--- src/rtl/pow_req_arbiter.sv ---
// Round-robin arbiter sharing one iterative x^n engine between NREQ requesters.
// Build option: POW_REQ_ARBITER_ZERO_BYPASS_EN answers n==0 requests directly (res=1) without the engine.
module pow_req_arbiter #(
    parameter int unsigned NREQ = 4,
    parameter int unsigned XW   = 16,
    parameter int unsigned NW   = 8
) (
    input  logic                      clk,
    input  logic                      nrst,
    input  logic [NREQ-1:0]           req,
    input  logic [NREQ*XW-1:0]        req_x,
    input  logic [NREQ*NW-1:0]        req_n,
    output logic [NREQ-1:0]           done,
    output logic [XW-1:0]             res,
    output logic                      busy,
    output logic [$clog2(NREQ)-1:0]   gnt_id,
    output logic                      eng_start,
    output logic [XW-1:0]             eng_x,
    output logic [NW-1:0]             eng_n,
    input  logic                      eng_ready,
    input  logic [XW-1:0]             eng_out
);

    localparam int unsigned IDW = $clog2(NREQ);

    typedef enum logic [1:0] {IDLE, ISSUE, WAIT, RESP} state_t;

    state_t            state;
    state_t            state_nx;
    logic [IDW-1:0]    rr_ptr;
    logic [IDW-1:0]    idx;
    logic [IDW-1:0]    sel;
    logic [IDW-1:0]    gnt_nx;
    logic              any_req;
    logic              grant;
    logic              zero_n;
    logic [XW-1:0]     sel_x;
    logic [NW-1:0]     sel_n;
    logic [NREQ-1:0]   done_d;
    logic              busy_d;
    logic              start_d;
    logic [XW-1:0]     x_arr [NREQ];
    logic [NW-1:0]     n_arr [NREQ];

    for (genvar g = 0; g < NREQ; g++) begin : g_unpack
        assign x_arr[g] = req_x[g*XW +: XW];
        assign n_arr[g] = req_n[g*NW +: NW];
    end

    // First set request at or after rr_ptr, wrapping modulo NREQ
    always_comb begin
        any_req = 1'b0;
        sel     = '0;
        idx     = '0;
        for (int unsigned k = 0; k < NREQ; k++) begin
            idx = IDW'((32'(rr_ptr) + k) % NREQ);
            if (!any_req && req[idx]) begin
                any_req = 1'b1;
                sel     = idx;
            end
        end
    end

    assign sel_x = x_arr[sel];
    assign sel_n = n_arr[sel];

`ifdef POW_REQ_ARBITER_ZERO_BYPASS_EN
    assign zero_n = (sel_n == '0);
`else
    assign zero_n = 1'b0;
`endif

    // A zero-exponent bypass needs no engine, so it does not wait for eng_ready
    assign grant = any_req && (eng_ready || zero_n);

    always_ff @(posedge clk or negedge nrst) begin
        if (!nrst) state <= IDLE;
        else       state <= state_nx;
    end

    always_comb begin
        state_nx = state;
        case (state)
            IDLE:    if (grant) state_nx = zero_n ? RESP : ISSUE;
            ISSUE:   state_nx = WAIT;
            WAIT:    if (eng_ready) state_nx = RESP;
            RESP:    state_nx = IDLE;
            default: state_nx = IDLE;
        endcase
    end

    // Next values of the registered outputs, decoded from the upcoming state
    always_comb begin
        gnt_nx  = gnt_id;
        done_d  = '0;
        busy_d  = (state_nx != IDLE);
        start_d = (state_nx == ISSUE);
        if (state == IDLE && grant) gnt_nx = sel;
        if (state_nx == RESP) done_d[gnt_nx] = 1'b1;
    end

    always_ff @(posedge clk or negedge nrst) begin
        if (!nrst) begin
            rr_ptr    <= '0;
            gnt_id    <= '0;
            done      <= '0;
            busy      <= 1'b0;
            eng_start <= 1'b0;
            eng_x     <= '0;
            eng_n     <= '0;
            res       <= '0;
        end else begin
            done      <= done_d;
            busy      <= busy_d;
            eng_start <= start_d;
            gnt_id    <= gnt_nx;
            if (state == IDLE && grant) begin
                rr_ptr <= (sel == IDW'(NREQ - 1)) ? '0 : sel + IDW'(1);
                if (zero_n) begin
                    res <= XW'(1);
                end else begin
                    eng_x <= sel_x;
                    eng_n <= sel_n;
                end
            end
            if (state == WAIT && eng_ready) res <= eng_out;
        end
    end

endmodule

--- config.mk ---
export PLATFORM = sky130hd
export DESIGN_NAME = pow_req_arbiter
export DESIGN_NICKNAME = d
export VERILOG_FILES = /design/src/rtl/pow_req_arbiter.sv
export SDC_FILE = /design/constraint.sdc
export NUM_CORES = 1
export LEC_CHECK = 0
export ABC_CLOCK_PERIOD_IN_PS = 2100
export CAP_MARGIN = 20
export CORE_MARGIN = 2
export CORE_UTILIZATION = 37
export CTS_CLUSTER_DIAMETER = 120
export DETAILED_ROUTE_END_ITERATION = 7
export GPL_ROUTABILITY_DRIVEN = 1
export GPL_TIMING_DRIVEN = 0
export PLACE_DENSITY = 0.81
export SLEW_MARGIN = 0
export SYNTH_ARGS = -nofsm -noshare
export SYNTH_HDL_FRONTEND = slang
export SYNTH_SLANG_ARGS = --single-unit
--- constraint.sdc ---
create_clock -name clk -period 2.1 [get_ports clk]
set_clock_uncertainty 0.05 [all_clocks]
set_input_delay 0.315 -clock clk [delete_from_list [all_inputs] [get_ports clk]]
set_output_delay 0.315 -clock clk [all_outputs]
set_load 0.005 [all_outputs]
==> impl_table.tex, run 1 <==
\begin{tabular}{lr}
\hline
Metric & Value \\
\hline
\multicolumn{2}{l}{\textbf{Synth}} \\
Area contributors post-synth & dfrtp\_1 50\%, mux2i\_1 18\%, o221ai\_1 8.0\%, mux2\_2 6.9\%, nand2\_1 4.1\% \\
Dominant cell type by area after synthesis & dfrtp\_1 \\
Post-synthesis cell area & 0.00262 mm\^{}2 \\
Number of synthesized register bits & 52 \\
Post-synth top area share & 49.6\% \\
Gate count of the mapped netlist & 222 \\
Syn nets & 343 \\
Fraction of the yosys area taken by sequential cells & 49.6\% \\
Post-synthesis average cell area & 11.8 um\^{}2 \\
Synth cell types & 33 \\
Ys Warns & 0 \\
\multicolumn{2}{l}{\textbf{Timing}} \\
Worst slew slack as a fraction of its limit & 67.3\% \\
Period minus WS final & 2.02 ns \\
Number of max-slew violations in the final report & 0 \\
Count of final setup violators & 0 \\
Setup tns final & 0 ns \\
Slew @ Worst Pin & 0.491 ns \\
Final cycle utilization of the critical path & 96.4\% \\
Fin worst setup slack & 0.0752 ns \\
Final Hold Viols & 0 \\
Unrepaired setup endpoints after global routing & no \\
F\_max & 494 MHz \\
\multicolumn{2}{l}{\textbf{Floorplanning}} \\
Number of top-level design ports & 167 \\
Initial cell density of the core & 38.4\% \\
Die ar. & 0.00778 mm\^{}2 \\
Floorplan core area & 0.00683 mm\^{}2 \\
Die outline height & 88.2 um \\
Number of core rows & 30 \\
Die Width & 88.2 um \\
\multicolumn{2}{l}{\textbf{Min path}} \\
Path type of the worst min-delay path & reg2reg \\
\multicolumn{2}{l}{\textbf{Final layout}} \\
Diodes inserted & 0 \\
Most common cell after layout, fill and taps aside & clkdlybuf4s50\_1 \\
Fraction of layout instances using a drive strength above 1 & 11.3\% \\
Highest-count cells in the layout ignoring fill and taps & 162 x clkdlybuf4s50\_1, 52 x dfrtp\_1, 47 x mux2i\_1 \\
Signed area change from the synthesized netlist to the final layout & 74.6\% \\
Count of nets after finishing & 518 \\
\multicolumn{2}{l}{\textbf{Clocking}} \\
Worst-Skew Late Latency & 0.29 ns \\
CTS sink count & 52 \\
Total number of H-tree levels & 2 \\
Number of buffers inserted by post-CTS setup repair & 0 \\
Clock tree from TritonCTS & done \\
Clock-pin slew on the worst setup and hold paths & 0.09 ns \\
Cell chosen for the clock root & clkbuf\_8 \\
Number of clock buffers inserted by TritonCTS & 5 \\
Maximum clock path buffer count & 2 \\
\multicolumn{2}{l}{\textbf{Pwr}} \\
Cell internal pwr & 3.35 mW \\
Leakage & 2.01 nW \\
Part of the power in combinational logic & 54.8\% \\
Switching Share & 33.1\% \\
Part of the power in registers & 33.9\% \\
Total power density per cell area & 1090 mW/mm\^{}2 \\
Total power & 5.01 mW \\
Largest voltage drop on the vdd net & 0.000576 V \\
Switching power summed over all nets & 1.66 mW \\
Portion of total power attributed to the clock network & 11.3\% \\
\multicolumn{2}{l}{\textbf{Critical path}} \\
Crit path launch type & input pin \\
Setup CP Type & in2reg \\
Arrival time of the worst setup path & 2.14 ns \\
Sort of element at the end of the critical path & register \\
Largest driver fanout on the critical path & 10 \\
WP data required & 2.22 ns \\
\multicolumn{2}{l}{\textbf{Run status}} \\
Run status & complete, no violations \\
\multicolumn{2}{l}{\textbf{Route}} \\
Number of vias after detailed routing & 2468 \\
WL per Instance & 16.4 um \\
DRC errors left & 0 \\
Post-route ant nets & 0 \\
Via count normalized by instance count & 5.00 \\
Routed WL & 8090 um \\
Number of iterations in the first detailed-routing pass & 4 \\
Detailed Route Iter0 Violations & 70 \\
\multicolumn{2}{l}{\textbf{Placement}} \\
Detailed placement HPWL & 6260 um \\
Pre-CTS setup slack & -0.584 ns \\
GP Congestion & 0.802 \\
Count of input and output buffers & 166 \\
\multicolumn{2}{l}{\textbf{Global routing}} \\
Wire length of the first global-routing pass & 11900 um \\
Via count of the first global-routing pass & 2380 \\
Number of antenna violations at the first check in global routing & 0 \\
GRT Total Usage & 19.7\% \\
Pin count of the biggest net entering global routing & 35 \\
Grt ovf & 0 \\
\multicolumn{2}{l}{\textbf{Flow run}} \\
Maximum Capacitance Violations & 0 \\
\hline
\end{tabular}
[cell families (layout without fill, tap and decap cells)]
| family | count (synthesis) | in the layout | synth area share [%] |
|---|---|---|---|
| mux | 64 | 64 | 25.2 |
| buf+inv | 18 | 194 | 4.39 |
| fa+ha+maj | 2 | 2 | 0.954 |
| compound gates | 36 | 36 | 11.3 |
| simple gates | 49 | 49 | 8.30 |
| flops | 52 | 52 | 49.6 |
| xor+xnor | 1 | 1 | 0.334 |
[Yosys cell counts]
cell type,n
nor4_1,1
ha_1,2
o311ai_1,1
nand2b_1,2
mux2i_1,48
o21ai_1,1
xnor2_1,1
o21ai_0,1
a21o_1,1
buf_2,5
clkbuf_1,3
mux2_2,16
o41ai_1,1
dfrtp_1,52
buf_4,1
inv_1,3
o22a_1,1
or2_1,2
nand2_1,29
nor2b_4,1
nor2b_1,2
nor2_1,9
or3_1,1
o21a_1,1
buf_6,5
inv_2,1
nand3_1,1
o2111ai_1,1
o221ai_1,24
a21oi_1,2
and2_1,1
a21boi_1,1
o31ai_1,1
[registers in the layout, indices dropped and copies added, names as in the netlist]
signal     count
eng_x         16
res           16
eng_n          8
done           4
gnt_id         2
rr_ptr         2
state          2
busy           1
eng_start      1
[metrics by stage]
| step | cell area [um^2] | hold slack, ns | util (%) | cells |
|---|---|---|---|---|
| after floorplan | 2620 | -0.0306 | - | 222 |
| after global placement | 4410 | 0.419 | 64.5 | 484 |
| after detailed placement | 4420 | 0.244 | 64.7 | 485 |
| after CTS | 4540 | 0.444 | 66.4 | 494 |
| after global routing | 4580 | 0.470 | 67.1 | 494 |
| final | 4580 | 0.444 | 67.1 | 494 |
[final cells by class]
type / instances / area, um^2
plain buffers: 14 / 103
multi-input cells: 152 / 1260
clock buffers: 6 / 72.6
inverters: 4 / 15.0
clock inverters: 2 / 16.3
fillers: 576 / 2250
repair buffers: 168 / 1690
well taps: 96 / 120
flip-flops and latches: 52 / 1300
[worst max-delay path: stages]
cell and delay (ns):
clkdlybuf4s50_1 0.58, nand2b_1 0.17, a21oi_1 0.08, or3_1 0.30, buf_4 0.18, buf_6 0.16
mux2i_1 0.21, o221ai_1 0.14
[power groups by stage]
| stage | registers [mW] | logic (mW) | clock network (mW) |
|---|---|---|---|
| after floorplan | 1.75 | 1.27 | 0 |
| after global placement | 1.69 | 2.66 | 0 |
| after detailed placement | 1.72 | 2.72 | 0 |
| after CTS | 1.70 | 2.74 | 0.591 |
| after global routing | 1.75 | 2.99 | 0.627 |
| final | 1.70 | 2.74 | 0.568 |
[timing repair]
action	CTS	global route
hold buffers	1	0
pin swaps	0	0
resized for setup	4	9
hold endpoints to repair	18	0
endpoints found under the setup margin	26	23
[final timing paths]
check / from / end / slack, ns / depth (start not counted)
setup / recovery: req[1] / eng_x[7]$_DFFE_PN0N_ / 0.08 / 8
hold / removal: eng_x[12]$_DFFE_PN0N_ / eng_x[12]$_DFFE_PN0N_ / 0.44 / 2
setup reg to reg: state[0]$_DFF_PN0_ / eng_x[11]$_DFFE_PN0N_ / 0.19 / 7
hold reg to reg: eng_x[12]$_DFFE_PN0N_ / eng_x[12]$_DFFE_PN0N_ / 0.44 / 2
max in group asynchronous: nrst / state[1]$_DFF_PN0_ / 1.01 / 3
min in group asynchronous: nrst / res[11]$_DFFE_PN0P_ / 0.45 / 2
[layer usage]
| metal | track usage, % | vias up | wire, um |
|---|---|---|---|
| met2 | 34.1 | 110 | 4110 |
| met5 | 0 | - | 0 |
| met3 | 5.50 | 8 | 725 |
| met4 | 3.99 | 0 | 64 |
| met1 | 24.9 | 1184 | 3190 |
| li1 | - | 1166 | - |
No activity file was read; power rests on OpenSTA's default activity.
==> inputs of run 2 (changes only) <==
--- a/config.mk
+++ b/config.mk
@@ -11,7 +11,6 @@
 export CORE_UTILIZATION = 37
 export CTS_CLUSTER_DIAMETER = 120
 export DETAILED_ROUTE_END_ITERATION = 7
-export GPL_ROUTABILITY_DRIVEN = 1
 export GPL_TIMING_DRIVEN = 0
 export PLACE_DENSITY = 0.81
 export SLEW_MARGIN = 0
==> results of run 2 <==
No change in the layout: final DEF, timing and power equal those of run 1.
==> inputs of run 3 (changes only) <==
--- a/config.mk
+++ b/config.mk
@@ -8,11 +8,12 @@
 export ABC_CLOCK_PERIOD_IN_PS = 2100
 export CAP_MARGIN = 20
 export CORE_MARGIN = 2
-export CORE_UTILIZATION = 37
+export CORE_UTILIZATION = 38
+export CTS_BUF_LIST = sky130_fd_sc_hd__clkbuf_4
 export CTS_CLUSTER_DIAMETER = 120
 export DETAILED_ROUTE_END_ITERATION = 7
 export GPL_TIMING_DRIVEN = 0
-export PLACE_DENSITY = 0.81
+export PLACE_DENSITY = 0.83
 export SLEW_MARGIN = 0
 export SYNTH_ARGS = -nofsm -noshare
 export SYNTH_HDL_FRONTEND = slang
==> constraint.sdc (replaced) <==
create_clock -name clk -period 2.1 [get_ports clk]
set_clock_uncertainty 0.05 [all_clocks]
set_input_delay 0.315 -clock clk [delete_from_list [all_inputs] [get_ports clk]]
set_output_delay 0.315 -clock clk [all_outputs]
set_load 0.01 [all_outputs]
==> run 3 against run 2 <==
Non-clock buffer count is the same. Core utilization shrank 0.40 points. Combinational power grew 5%. Flip-flop and latch count is the same. Setup slack gained 0.021 ns. Sequential share of layout area grew 0.65 points. Fmax grew 1.1%. Via count is essentially flat. Total power shrank 0.55%. Critical path type unchanged. Critical endpoint is now eng_x[5]$_DFFE_PN0N_. Largest cell class unchanged.
==> impl_table.tex, run 3 (synthesized netlist as in run 1, its figures left out) <==
\begin{tabular}{lr}
\hline
Metric & Value \\
\hline
\multicolumn{2}{l}{\textbf{Final layout}} \\
Layout fillers & 544 (-5.6\%) \\
Highest-count cells in the layout ignoring fill and taps & 164 x clkdlybuf4s50\_1, 52 x dfrtp\_1, 48 x mux2i\_1 \\
Core occupancy in the finished layout & 66.7\% (-0.40 points) \\
Count of nets after finishing & 518 (unchanged) \\
Fraction of layout instances using a drive strength above 1 & 10.3\% (-0.98 points) \\
Largest registers ranked by flip-flop count & eng\_x (16), res (16), eng\_n (8) \\
Most common cell after layout, fill and taps aside & clkdlybuf4s50\_1 \\
Diodes inserted & 0 (unchanged) \\
Non-Filler Cell Area, Final & 0.00448 mm\^{}2 (-2.2\%) \\
Signed area change from the synthesized netlist to the final layout & 70.7\% \\
\multicolumn{2}{l}{\textbf{Route}} \\
DRC errors left & 0 (unchanged) \\
WL per Instance & 16.5 um (+0.99\%) \\
Number of vias after detailed routing & 2466 (-0.081\%) \\
Routed WL & 7890 um (-2.5\%) \\
Via count normalized by instance count & 5.17 (+3.5\%) \\
Number of iterations in the first detailed-routing pass & 4 (unchanged) \\
Post-route ant nets & 0 (unchanged) \\
Detailed Route Iter0 Violations & 96 (+37\%) \\
\multicolumn{2}{l}{\textbf{Timing}} \\
Slew @ Worst Pin & 0.599 ns (+0.108 ns) \\
Count of final setup violators & 0 (unchanged) \\
Number of max-slew violations in the final report & 0 (unchanged) \\
Min Hold Slack & 0.378 ns (-0.0654 ns) \\
Final cycle utilization of the critical path & 95.4\% (-1.0 points) \\
F\_max & 499 MHz (+1.1\%) \\
Worst slew slack as a fraction of its limit & 60.0\% (-7.3 points) \\
Period minus WS final & 2.00 ns (-0.0211 ns) \\
Final Hold Viols & 0 (unchanged) \\
\multicolumn{2}{l}{\textbf{Critical path}} \\
Arrival time of the worst setup path & 2.17 ns (+0.03 ns) \\
Largest driver fanout on the critical path & 10 (unchanged) \\
Sort of element at the end of the critical path & register \\
Cell type of the slowest stage on the worst timing path & clkdlybuf4s50\_1 \\
Bufs and invs on worst path & 3 (unchanged) \\
Cell breakdown of the critical path & clkdlybuf4s50\_1 > nor2b\_1 > o21a\_1 > or3\_1 > buf\_4 > buf\_6 > mux2i\_1 > o221ai\_1 \\
Max incr delay on CP & 0.48 ns (-0.10 ns) \\
Setup CP Type & in2reg \\
Crit path max-delay family & buffers and inverters \\
WP data required & 2.26 ns (+0.04 ns) \\
Crit path launch type & input pin \\
\multicolumn{2}{l}{\textbf{Pwr}} \\
Part of the power in combinational logic & 57.6\% (+2.8 points) \\
Portion of total power attributed to the clock network & 8.2\% (-3.1 points) \\
Largest voltage drop on the vdd net & 0.000666 V (+16\%) \\
Leakage & 1.98 nW (-1.8\%) \\
Switching Share & 35.3\% (+2.2 points) \\
Switching power summed over all nets & 1.76 mW (+6.2\%) \\
Total power & 4.98 mW (-0.55\%) \\
Total power density per cell area & 1110 mW/mm\^{}2 (+1.7\%) \\
Cell internal pwr & 3.22 mW (-3.9\%) \\
Part of the power in registers & 34.2\% (+0.3 points) \\
\multicolumn{2}{l}{\textbf{Floorplanning}} \\
Floorplan core area & 0.00672 mm\^{}2 (-1.6\%) \\
Die outline height & 87.1 um (-1.3\%) \\
Number of top-level design ports & 167 (unchanged) \\
Die Width & 87.1 um (-1.3\%) \\
Number of core rows & 30 (unchanged) \\
Die ar. & 0.00759 mm\^{}2 (-2.5\%) \\
Initial cell density of the core & 39.1\% (+0.64 points) \\
\multicolumn{2}{l}{\textbf{Flow run}} \\
Maximum Capacitance Violations & 0 (unchanged) \\
\multicolumn{2}{l}{\textbf{Placement}} \\
Area of placed instances & 0.00440 mm\^{}2 (-0.45\%) \\
GP Congestion & 0.767 (-4.4\%) \\
Count of input and output buffers & 166 (unchanged) \\
Detailed placement HPWL & 6240 um (-0.45\%) \\
\multicolumn{2}{l}{\textbf{Run status}} \\
Run status & complete, no violations \\
\multicolumn{2}{l}{\textbf{Clocking}} \\
Maximum clock path buffer count & 2 (unchanged) \\
Worst-Skew Late Latency & 0.35 ns (+0.06 ns) \\
Clock-pin slew on the worst setup and hold paths & 0.14 ns (+0.05 ns) \\
Number of clock buffers inserted by TritonCTS & 5 (unchanged) \\
Total number of H-tree levels & 2 (unchanged) \\
CTS sink count & 52 (unchanged) \\
Cell chosen for the clock root & clkbuf\_4 \\
Clock tree from TritonCTS & done \\
\multicolumn{2}{l}{\textbf{Global routing}} \\
Grt ovf & 0 (unchanged) \\
Pin count of the biggest net entering global routing & 35 (unchanged) \\
GRT Total Usage & 20.4\% (+0.70 points) \\
Wire length of the first global-routing pass & 12100 um (+1.7\%) \\
Via count of the first global-routing pass & 2515 (+5.7\%) \\
Number of antenna violations at the first check in global routing & 0 (unchanged) \\
\multicolumn{2}{l}{\textbf{Min path}} \\
Path type of the worst min-delay path & in2async \\
\hline
\end{tabular}
-- run 3: final cells by class --
type	instances	area, um^2	share of cell area, %
buffer	14	103	2.29
clock buffer	5	37.5	0.838
clock inverter	2	7.51	0.168
inverter	4	15.0	0.335
multi-input combinational	152	1230	27.4
sequential	52	1300	29.1
tap	80	100	2.23
timing repair buffer	168	1690	37.7
-- run 3: what timing repair did --
action / in CTS / in global routing
resized for setup: 2 / 5
setup endpoints to repair: 20 / 20
setup buffers: 0 / 0
hold endpoints to repair: 18 / 0
hold buffers: 1 / 0
-- run 3: worst register-to-register path, cell delays in order (launching register included) --
cell and delay [ns]:
dfrtp_1 0.41, inv_1 0.08, ha_1 0.19, nand2_1 0.08
nor2_1 0.23, o311ai_2 0.27, buf_2 0.27, o221ai_1 0.25
-- run 3: path summary, 6_finish.rpt --
| check | start | end | slack [ns] | cells past startpoint |
|---|---|---|---|---|
| min in group clk | req[3] | gnt_id[0]$_DFF_PN0_ | 0.40 | 3 |
| worst min-delay path | nrst | res[9]$_DFFE_PN0P_ | 0.38 | 2 |
| worst min register to register | eng_n[0]$_DFFE_PN0N_ | eng_n[0]$_DFFE_PN0N_ | 0.45 | 2 |
| max in group asynchronous | nrst | eng_x[13]$_DFFE_PN0N_ | 1.09 | 3 |
| worst max register to register | state[0]$_DFF_PN0_ | eng_x[7]$_DFFE_PN0N_ | 0.17 | 7 |
| worst max-delay path | req[0] | eng_x[5]$_DFFE_PN0N_ | 0.1 | 8 |
-- run 3: metrics by stage --
stage	setup slack, ns	instances	TNS (ns)
after detailed placement	-0.536	469	-12.79
after CTS	0.0162	477	0
after global placement	-0.906	468	-57.49
after global routing	-0.0182	477	-0.0242
after floorplan	0.395	222	0
final	0.0963	477	0
-- run 3: power groups by stage --
stage                     Combinational (mW)  Sequential (mW)  Clock [mW]
after floorplan                         1.27             1.91           0
after global placement                  2.82             1.70           0
after detailed placement                2.88             1.73           0
after CTS                               2.90             1.71       0.431
after global routing                    3.11             1.76       0.473
final                                   2.87             1.70       0.407
-- run 3: routing by layer --
metal	part of all wire (%)	track usage [%]	routed length, um
met2	51	35.0	4010
met3	8.4	5.69	665
met1	40	25.5	3120
met4	1.1	5.17	89
met5	0	0	0
